<file path="src/rtl/fwd_pkg.sv">
// -----------------------------------------------------------------------------
// fwd_pkg
// Shared definitions for the forwarding result pipeline: opcode constants,
// forwarding select encodings, instruction field positions, pipeline FSM state
// type and opcode classification helpers (is_load / is_writer).
// Instruction layout: [15:12] opcode, [11:8] op1 (dest), [7:4] op2.
// -----------------------------------------------------------------------------
package fwd_pkg;

    localparam int INST_W_FIXED = 16;

    localparam logic [3:0] OP_NOP  = 4'h0;
    localparam logic [3:0] OP_ANDI = 4'h8;
    localparam logic [3:0] OP_ORI  = 4'h9;
    localparam logic [3:0] OP_LB   = 4'hA;
    localparam logic [3:0] OP_SB   = 4'hB;
    localparam logic [3:0] OP_LW   = 4'hC;
    localparam logic [3:0] OP_SW   = 4'hD;
    localparam logic [3:0] OP_ALU  = 4'hF;

    localparam logic [1:0] HAZ_RF  = 2'b00;
    localparam logic [1:0] HAZ_M   = 2'b01;
    localparam logic [1:0] HAZ_WB  = 2'b10;

    localparam int OPC_HI = 15;
    localparam int OPC_LO = 12;
    localparam int OP1_HI = 11;
    localparam int OP1_LO = 8;
    localparam int OP2_HI = 7;
    localparam int OP2_LO = 4;

    typedef enum logic [0:0] {
        ST_RUN  = 1'b0,
        ST_HOLD = 1'b1
    } fwd_state_e;

    function automatic logic is_load(input logic [INST_W_FIXED-1:0] inst);
        logic [3:0] opc;
        opc = inst[OPC_HI:OPC_LO];
        return (opc == OP_LB) || (opc == OP_LW);
    endfunction

    // Writers: ALU, AND/OR immediate (100x), lb, lw. Stores, branches and NOP never write.
    function automatic logic is_writer(input logic [INST_W_FIXED-1:0] inst);
        logic [3:0] opc;
        opc = inst[OPC_HI:OPC_LO];
        return (opc == OP_ALU) || (opc == OP_ANDI) || (opc == OP_ORI) ||
               (opc == OP_LB)  || (opc == OP_LW);
    endfunction

endpackage

</file>
<file path="src/rtl/fwd_operand_mux.sv">
// -----------------------------------------------------------------------------
// fwd_operand_mux
// Selects one ALU operand from register file, M-stage result or WB-stage data.
// Ports:
//   sel      in  2       00/11 regfile, 01 M stage, 10 WB stage
//   rf_data  in  DATA_W  register-file read data
//   m_data   in  DATA_W  M-stage result register
//   wb_data  in  DATA_W  WB-stage write data
//   op_data  out DATA_W  selected operand
// -----------------------------------------------------------------------------
module fwd_operand_mux
    import fwd_pkg::*;
#(
    parameter int DATA_W = 16
) (
    input  logic [1:0]        sel,
    input  logic [DATA_W-1:0] rf_data,
    input  logic [DATA_W-1:0] m_data,
    input  logic [DATA_W-1:0] wb_data,
    output logic [DATA_W-1:0] op_data
);

    always_comb begin
        op_data = rf_data;
        case (sel)
            HAZ_M:   op_data = m_data;
            HAZ_WB:  op_data = wb_data;
            default: op_data = rf_data;
        endcase
    end

endmodule

</file>
<file path="src/rtl/fwd_result_pipe.sv">
// -----------------------------------------------------------------------------
// fwd_result_pipe
// Producer side of operand forwarding. Owns the EX->M and M->WB result
// registers, publishes inst_m/inst_wb to the forwarding unit, applies the
// haz1/haz2 selects to the ALU operand muxes and drives the regfile write port.
//
// Configuration macro: FWD_LOADUSE_STALL_EN
//   defined   : load-use detection with a RUN/HOLD FSM inserting one stall cycle
//   undefined : stall tied low; software must place a NOP after each load
//
// Ports:
//   clk, rst           clock, synchronous active-high reset
//   ex_valid/ex_inst   EX-stage instruction and its valid bit
//   ex_result          ALU result / store address of ex_inst
//   rf_op1, rf_op2     register-file read data
//   haz1, haz2         forwarding selects (00 rf, 01 M, 10 WB, 11 rf)
//   mem_rdata          data-memory read data for the instruction in M
//   inst_m, inst_wb    M / WB instruction registers
//   op1_data, op2_data forwarded ALU operands
//   stall              hold IF/ID/EX this cycle
//   wb_we/addr/data    register-file write port
//
// FSM (only with FWD_LOADUSE_STALL_EN):
//   state   | meaning
//   ST_RUN  | normal flow; load-use here stalls for this cycle
//   ST_HOLD | load now in WB, forwarded from WB; no stall
// -----------------------------------------------------------------------------
module fwd_result_pipe
    import fwd_pkg::*;
#(
    parameter int DATA_W = 16,
    parameter int INST_W = 16
) (
    input  logic              clk,
    input  logic              rst,
    input  logic              ex_valid,
    input  logic [INST_W-1:0] ex_inst,
    input  logic [DATA_W-1:0] ex_result,
    input  logic [DATA_W-1:0] rf_op1,
    input  logic [DATA_W-1:0] rf_op2,
    input  logic [1:0]        haz1,
    input  logic [1:0]        haz2,
    input  logic [DATA_W-1:0] mem_rdata,
    output logic [INST_W-1:0] inst_m,
    output logic [INST_W-1:0] inst_wb,
    output logic [DATA_W-1:0] op1_data,
    output logic [DATA_W-1:0] op2_data,
    output logic              stall,
    output logic              wb_we,
    output logic [3:0]        wb_addr,
    output logic [DATA_W-1:0] wb_data
);

    logic [INST_W-1:0] inst_m_q,    inst_m_d;
    logic              m_valid_q,   m_valid_d;
    logic [DATA_W-1:0] m_result_q,  m_result_d;
    logic [INST_W-1:0] inst_wb_q,   inst_wb_d;
    logic              wb_valid_q,  wb_valid_d;
    logic [DATA_W-1:0] wb_result_q, wb_result_d;
    logic              stall_int;

`ifdef FWD_LOADUSE_STALL_EN
    fwd_state_e state_q, state_d;
    logic       load_use;

    // A load in M has only its address in m_result; consumers selecting M must wait.
    assign load_use = is_load(inst_m_q) && m_valid_q &&
                      ((haz1 == HAZ_M) || (haz2 == HAZ_M));

    always_comb begin
        state_d   = state_q;
        stall_int = 1'b0;
        case (state_q)
            ST_RUN: begin
                if (load_use) begin
                    state_d   = ST_HOLD;
                    stall_int = 1'b1;
                end
            end
            ST_HOLD: state_d = ST_RUN;
            default: state_d = ST_RUN;
        endcase
    end

    always_ff @(posedge clk) begin
        if (rst) begin
            state_q <= ST_RUN;
        end else begin
            state_q <= state_d;
        end
    end
`else
    assign stall_int = 1'b0;
`endif

    always_comb begin
        // A stall inserts a bubble into M while EX is held upstream.
        if (stall_int) begin
            inst_m_d   = '0;
            m_valid_d  = 1'b0;
            m_result_d = '0;
        end else begin
            inst_m_d   = ex_valid ? ex_inst : '0;
            m_valid_d  = ex_valid;
            m_result_d = ex_result;
        end
        inst_wb_d   = inst_m_q;
        wb_valid_d  = m_valid_q;
        wb_result_d = is_load(inst_m_q) ? mem_rdata : m_result_q;
    end

    always_ff @(posedge clk) begin
        if (rst) begin
            inst_m_q    <= '0;
            m_valid_q   <= 1'b0;
            m_result_q  <= '0;
            inst_wb_q   <= '0;
            wb_valid_q  <= 1'b0;
            wb_result_q <= '0;
        end else begin
            inst_m_q    <= inst_m_d;
            m_valid_q   <= m_valid_d;
            m_result_q  <= m_result_d;
            inst_wb_q   <= inst_wb_d;
            wb_valid_q  <= wb_valid_d;
            wb_result_q <= wb_result_d;
        end
    end

    fwd_operand_mux #(.DATA_W(DATA_W)) u_mux_op1 (
        .sel     (haz1),
        .rf_data (rf_op1),
        .m_data  (m_result_q),
        .wb_data (wb_result_q),
        .op_data (op1_data)
    );

    fwd_operand_mux #(.DATA_W(DATA_W)) u_mux_op2 (
        .sel     (haz2),
        .rf_data (rf_op2),
        .m_data  (m_result_q),
        .wb_data (wb_result_q),
        .op_data (op2_data)
    );

    assign inst_m  = inst_m_q;
    assign inst_wb = inst_wb_q;
    assign stall   = stall_int;
    assign wb_we   = wb_valid_q && is_writer(inst_wb_q);
    assign wb_addr = inst_wb_q[OP1_HI:OP1_LO];
    assign wb_data = wb_result_q;

endmodule
</file>
<file path="config.mk">
export PLATFORM = sky130hd
export DESIGN_NAME = fwd_result_pipe
export DESIGN_NICKNAME = d
export VERILOG_FILES = /design/src/rtl/fwd_pkg.sv /design/src/rtl/fwd_operand_mux.sv /design/src/rtl/fwd_result_pipe.sv
export SDC_FILE = /design/constraint.sdc
export NUM_CORES = 1
export LEC_CHECK = 0
export CAP_MARGIN = 5
export CORE_MARGIN = 4
export CORE_UTILIZATION = 38
export CTS_BUF_LIST = sky130_fd_sc_hd__clkbuf_8
export DETAILED_ROUTE_END_ITERATION = 8
export MAX_ROUTING_LAYER = met4
export PLACE_DENSITY = 0.86
export SETUP_SLACK_MARGIN = 0.05
export SLEW_MARGIN = 20
export SYNTH_ARGS = -nofsm -noshare
export SYNTH_HDL_FRONTEND = slang
export SYNTH_SLANG_ARGS = --single-unit
</file>
<file path="constraint.sdc">
create_clock -name clk -period 1.25 [get_ports clk]
set_input_delay 0.125 -clock clk [delete_from_list [all_inputs] [get_ports clk]]
set_output_delay 0.125 -clock clk [all_outputs]
set_load 0.01 [all_outputs]
</file>
==> results.sh <==
export IMPL_status="complete, but fails checks"
export IMPL_failed_checks="negative setup slack"
export IMPL_antenna_left=0
export IMPL_worstPathArrival_ps=1130
export IMPL_htreeDepth=3
export IMPL_hpwl_um=7020
export IMPL_cp_slowest_cell="ha_4"
export IMPL_power_density_nw_per_um2=1010
export IMPL_drt_iter0_markers=99
export IMPL_comb_power_share_pct=24.5
export IMPL_clockPowerShare_pct=33.1
export IMPL_worstPathCellList="buf_8 > inv_4 > ha_4 > buf_12 > buf_16 > o21ai_2 > buf_2"
export IMPL_layout_nets=585
export IMPL_cts_tree="built"
export IMPL_register_area_um2=1400
export IMPL_grt_max_degree=28
export IMPL_vias=3018
export IMPL_p_seq_share_pct=42.4
export IMPL_p_switching_mw=1.35
export IMPL_first_pass_iters=4
export IMPL_cts_root_buf="clkbuf_8"
export IMPL_die_w_um=93.9
export IMPL_grt_pass1_wl_um=15300
export IMPL_yosys_top_cells_count="dfxtp_1 (66), nand2_1 (33), nor2b_1 (33)"
export IMPL_synthCells=305
export IMPL_start_kind="input pin"
export IMPL_synth_top_cell_by_area="dfxtp_1"
export IMPL_start_util_pct=38.9
export IMPL_syn_to_final_growth_pct=89.0
export IMPL_die_h_um=93.9
export IMPL_slew_viol_final=0
export IMPL_globalRouteTotalUtil_pct=23.2
export IMPL_grt_pass1_vias=3161
export IMPL_fmax_mhz=795
export IMPL_synth_edff_count=0
export IMPL_netlist_area_um2=2800
export IMPL_fill_cells=480
export IMPL_synth_cell_types=23
export IMPL_crit_fanout=7
export IMPL_path_clk_slew_ps=70
export IMPL_ys_ff_latch=66
export IMPL_power_leakage_nw=2.25
export IMPL_power_total_mw=5.36
export IMPL_synth_sequential_area_ratio_pct=47.1
export IMPL_netSwitchingFraction_pct=25.2
export IMPL_crit_type="input pin to primary output"
export IMPL_rows=31
export IMPL_worstPathRequired_ps=1120
export IMPL_clk_latency_ps=320
export IMPL_yosys_warnings=0
export IMPL_min_period_ps=1260
export IMPL_drive_above_1_share_pct=36.3
export IMPL_wire_per_inst_um=18.0
export IMPL_grt_setup_unrepaired="true"
export IMPL_endpoint_kind="primary output"
export IMPL_peakVddDrop_v=0.000754
export IMPL_max_stage_delay_ps=280
export IMPL_core_um2=7210
export IMPL_grt_ovfl_total=0
export IMPL_critPathBufInv=5
export IMPL_finalSetupViolCount=2
export IMPL_hold_class="input pin to flop"
export IMPL_antenna_found_initial=0
export IMPL_hold_violations=0
export IMPL_setup_slack_ps=-8.16
export IMPL_cp_top_family="buffers and inverters"
export IMPL_antennaDiodeCount=0
export IMPL_drt_total_wl_um=10700
export IMPL_post_route_period_util_pct=101
export IMPL_ios=173
export IMPL_multi_input_area_um2=1570
export IMPL_maxCapViolCount=0
export IMPL_cts_buffers=9
export IMPL_synth_top_area_share_pct=47.1
export IMPL_synth_most_common_cell="dfxtp_1"
export IMPL_fin_util_pct=73.4
export IMPL_fp_dieArea_um2=8820
export IMPL_fin_skew_ps=4.05
export IMPL_cts_buffer_depth=2
export IMPL_syn_avg_cell_area_um2=9.19
export IMPL_io_buffer_count=171
export IMPL_synth_area_top_cells="dfxtp_1 (47%), a22oi_1 (8.6%), nor2b_1 (7.4%), mux2i_1 (5.7%), nand2b_1 (4.9%)"
export IMPL_cts_sinks=66
export IMPL_syn_num_nets=396
export IMPL_gp_congestion=0.800
export IMPL_p_int_mw=4.01
export IMPL_ys_async_sr_fraction_pct=0
export IMPL_drc=0
export IMPL_ys_flop_type="dfxtp_1"
export IMPL_avgViaCountPerCell=5.06
## final cells by class
class                      count  share of cell area [%]
tap                           99                    2.34
clock inverter                 3                   0.732
multi-input combinational    206                    29.7
inverter                       4                   0.331
sequential                    66                    26.4
clock buffer                  12                    3.12
timing repair buffer         207                    37.5
## final timing paths
kind / start / endpoint / cells after the start / slack [ps]
max: haz2[0] / op2_data[6] / 7 / -8
min: rst / inst_wb[4] / 2 / 160
max reg2reg: inst_m[14] / wb_data[1] / 4 / 40
min reg2reg: m_valid_q / wb_valid_q / 1 / 450
## registers in the layout, indices dropped and copies added, names as in the netlist
signal,cells
wb_valid_q,1
m_valid_q,1
inst_m,16
m_result_q,16
wb_data,16
inst_wb,16
## metal layers
layer	GRT usage, %	wire length, um
met4	11.1	361
met3	9.21	1130
met5	-	0
met2	39.1	5370
met1	23.5	3880
## cells in the final DEF (no fill, tap or decap), drive strengths merged
master | netlist | layout
a22oi | 32 | 32
or2b | 10 | 10
clkdlybuf4s50 | 0 | 81
clkbuf | 17 | 14
nor2b | 34 | 34
xnor2 | 2 | 2
nor2 | 1 | 1
nand2b | 22 | 22
bufinv | 0 | 1
conb | 1 | 1
dlygate4sd2 | 0 | 37
clkinv | 0 | 1
inv | 4 | 5
o21ai | 32 | 32
buf | 12 | 76
nor3b | 1 | 1
and2 | 16 | 16
nand2 | 33 | 33
dfxtp | 66 | 66
mux2i | 16 | 16
clkdlybuf4s15 | 0 | 11
a21oi | 2 | 2
ha | 4 | 4
## through the flow
step                worst slack (ps)  instances  hold WS (ps)  TNS (ps)  instance area (um2)
finish                         -8.16        597           158     -14.7                 5300
global route                   -81.2        597           161      -592                 5300
CTS                            -35.9        596           146     -62.8                 5100
detailed placement              -988        571           450    -28390                 4760
global placement                -877        571           418    -26750                 4760
floorplan                       55.0        305           247         0                 2800
## cells by family after synthesis
family                   share of synthesized area, %
flip-flops                                       47.1
buffers and inverters                            6.16
XOR/XNOR                                        0.625
multiplexers                                     5.71
other                                           0.134
adder cells (fa/ha/maj)                          1.78
AND/OR/NAND/NOR                                  23.8
AO/OA/AOI/OAI                                    14.6
## timing repair
item | CTS | global route
hold buffers | 0 | 0
setup buffers | 4 | 2
pin swaps | 14 | 25
gates resized for setup | 281 | 83
setup endpoints to repair | 88 | 62
cloned | 6 | 0
## power by group through the flow
stage	clock (mW)	combinational [mW]	sequential, mW
global route	1.93	1.39	2.28
CTS	1.82	1.23	2.27
global placement	0	1.11	2.30
finish	1.77	1.31	2.27
floorplan	0	0.377	2.31
detailed placement	0	1.14	2.31
Power figures use the tool's default switching activity.
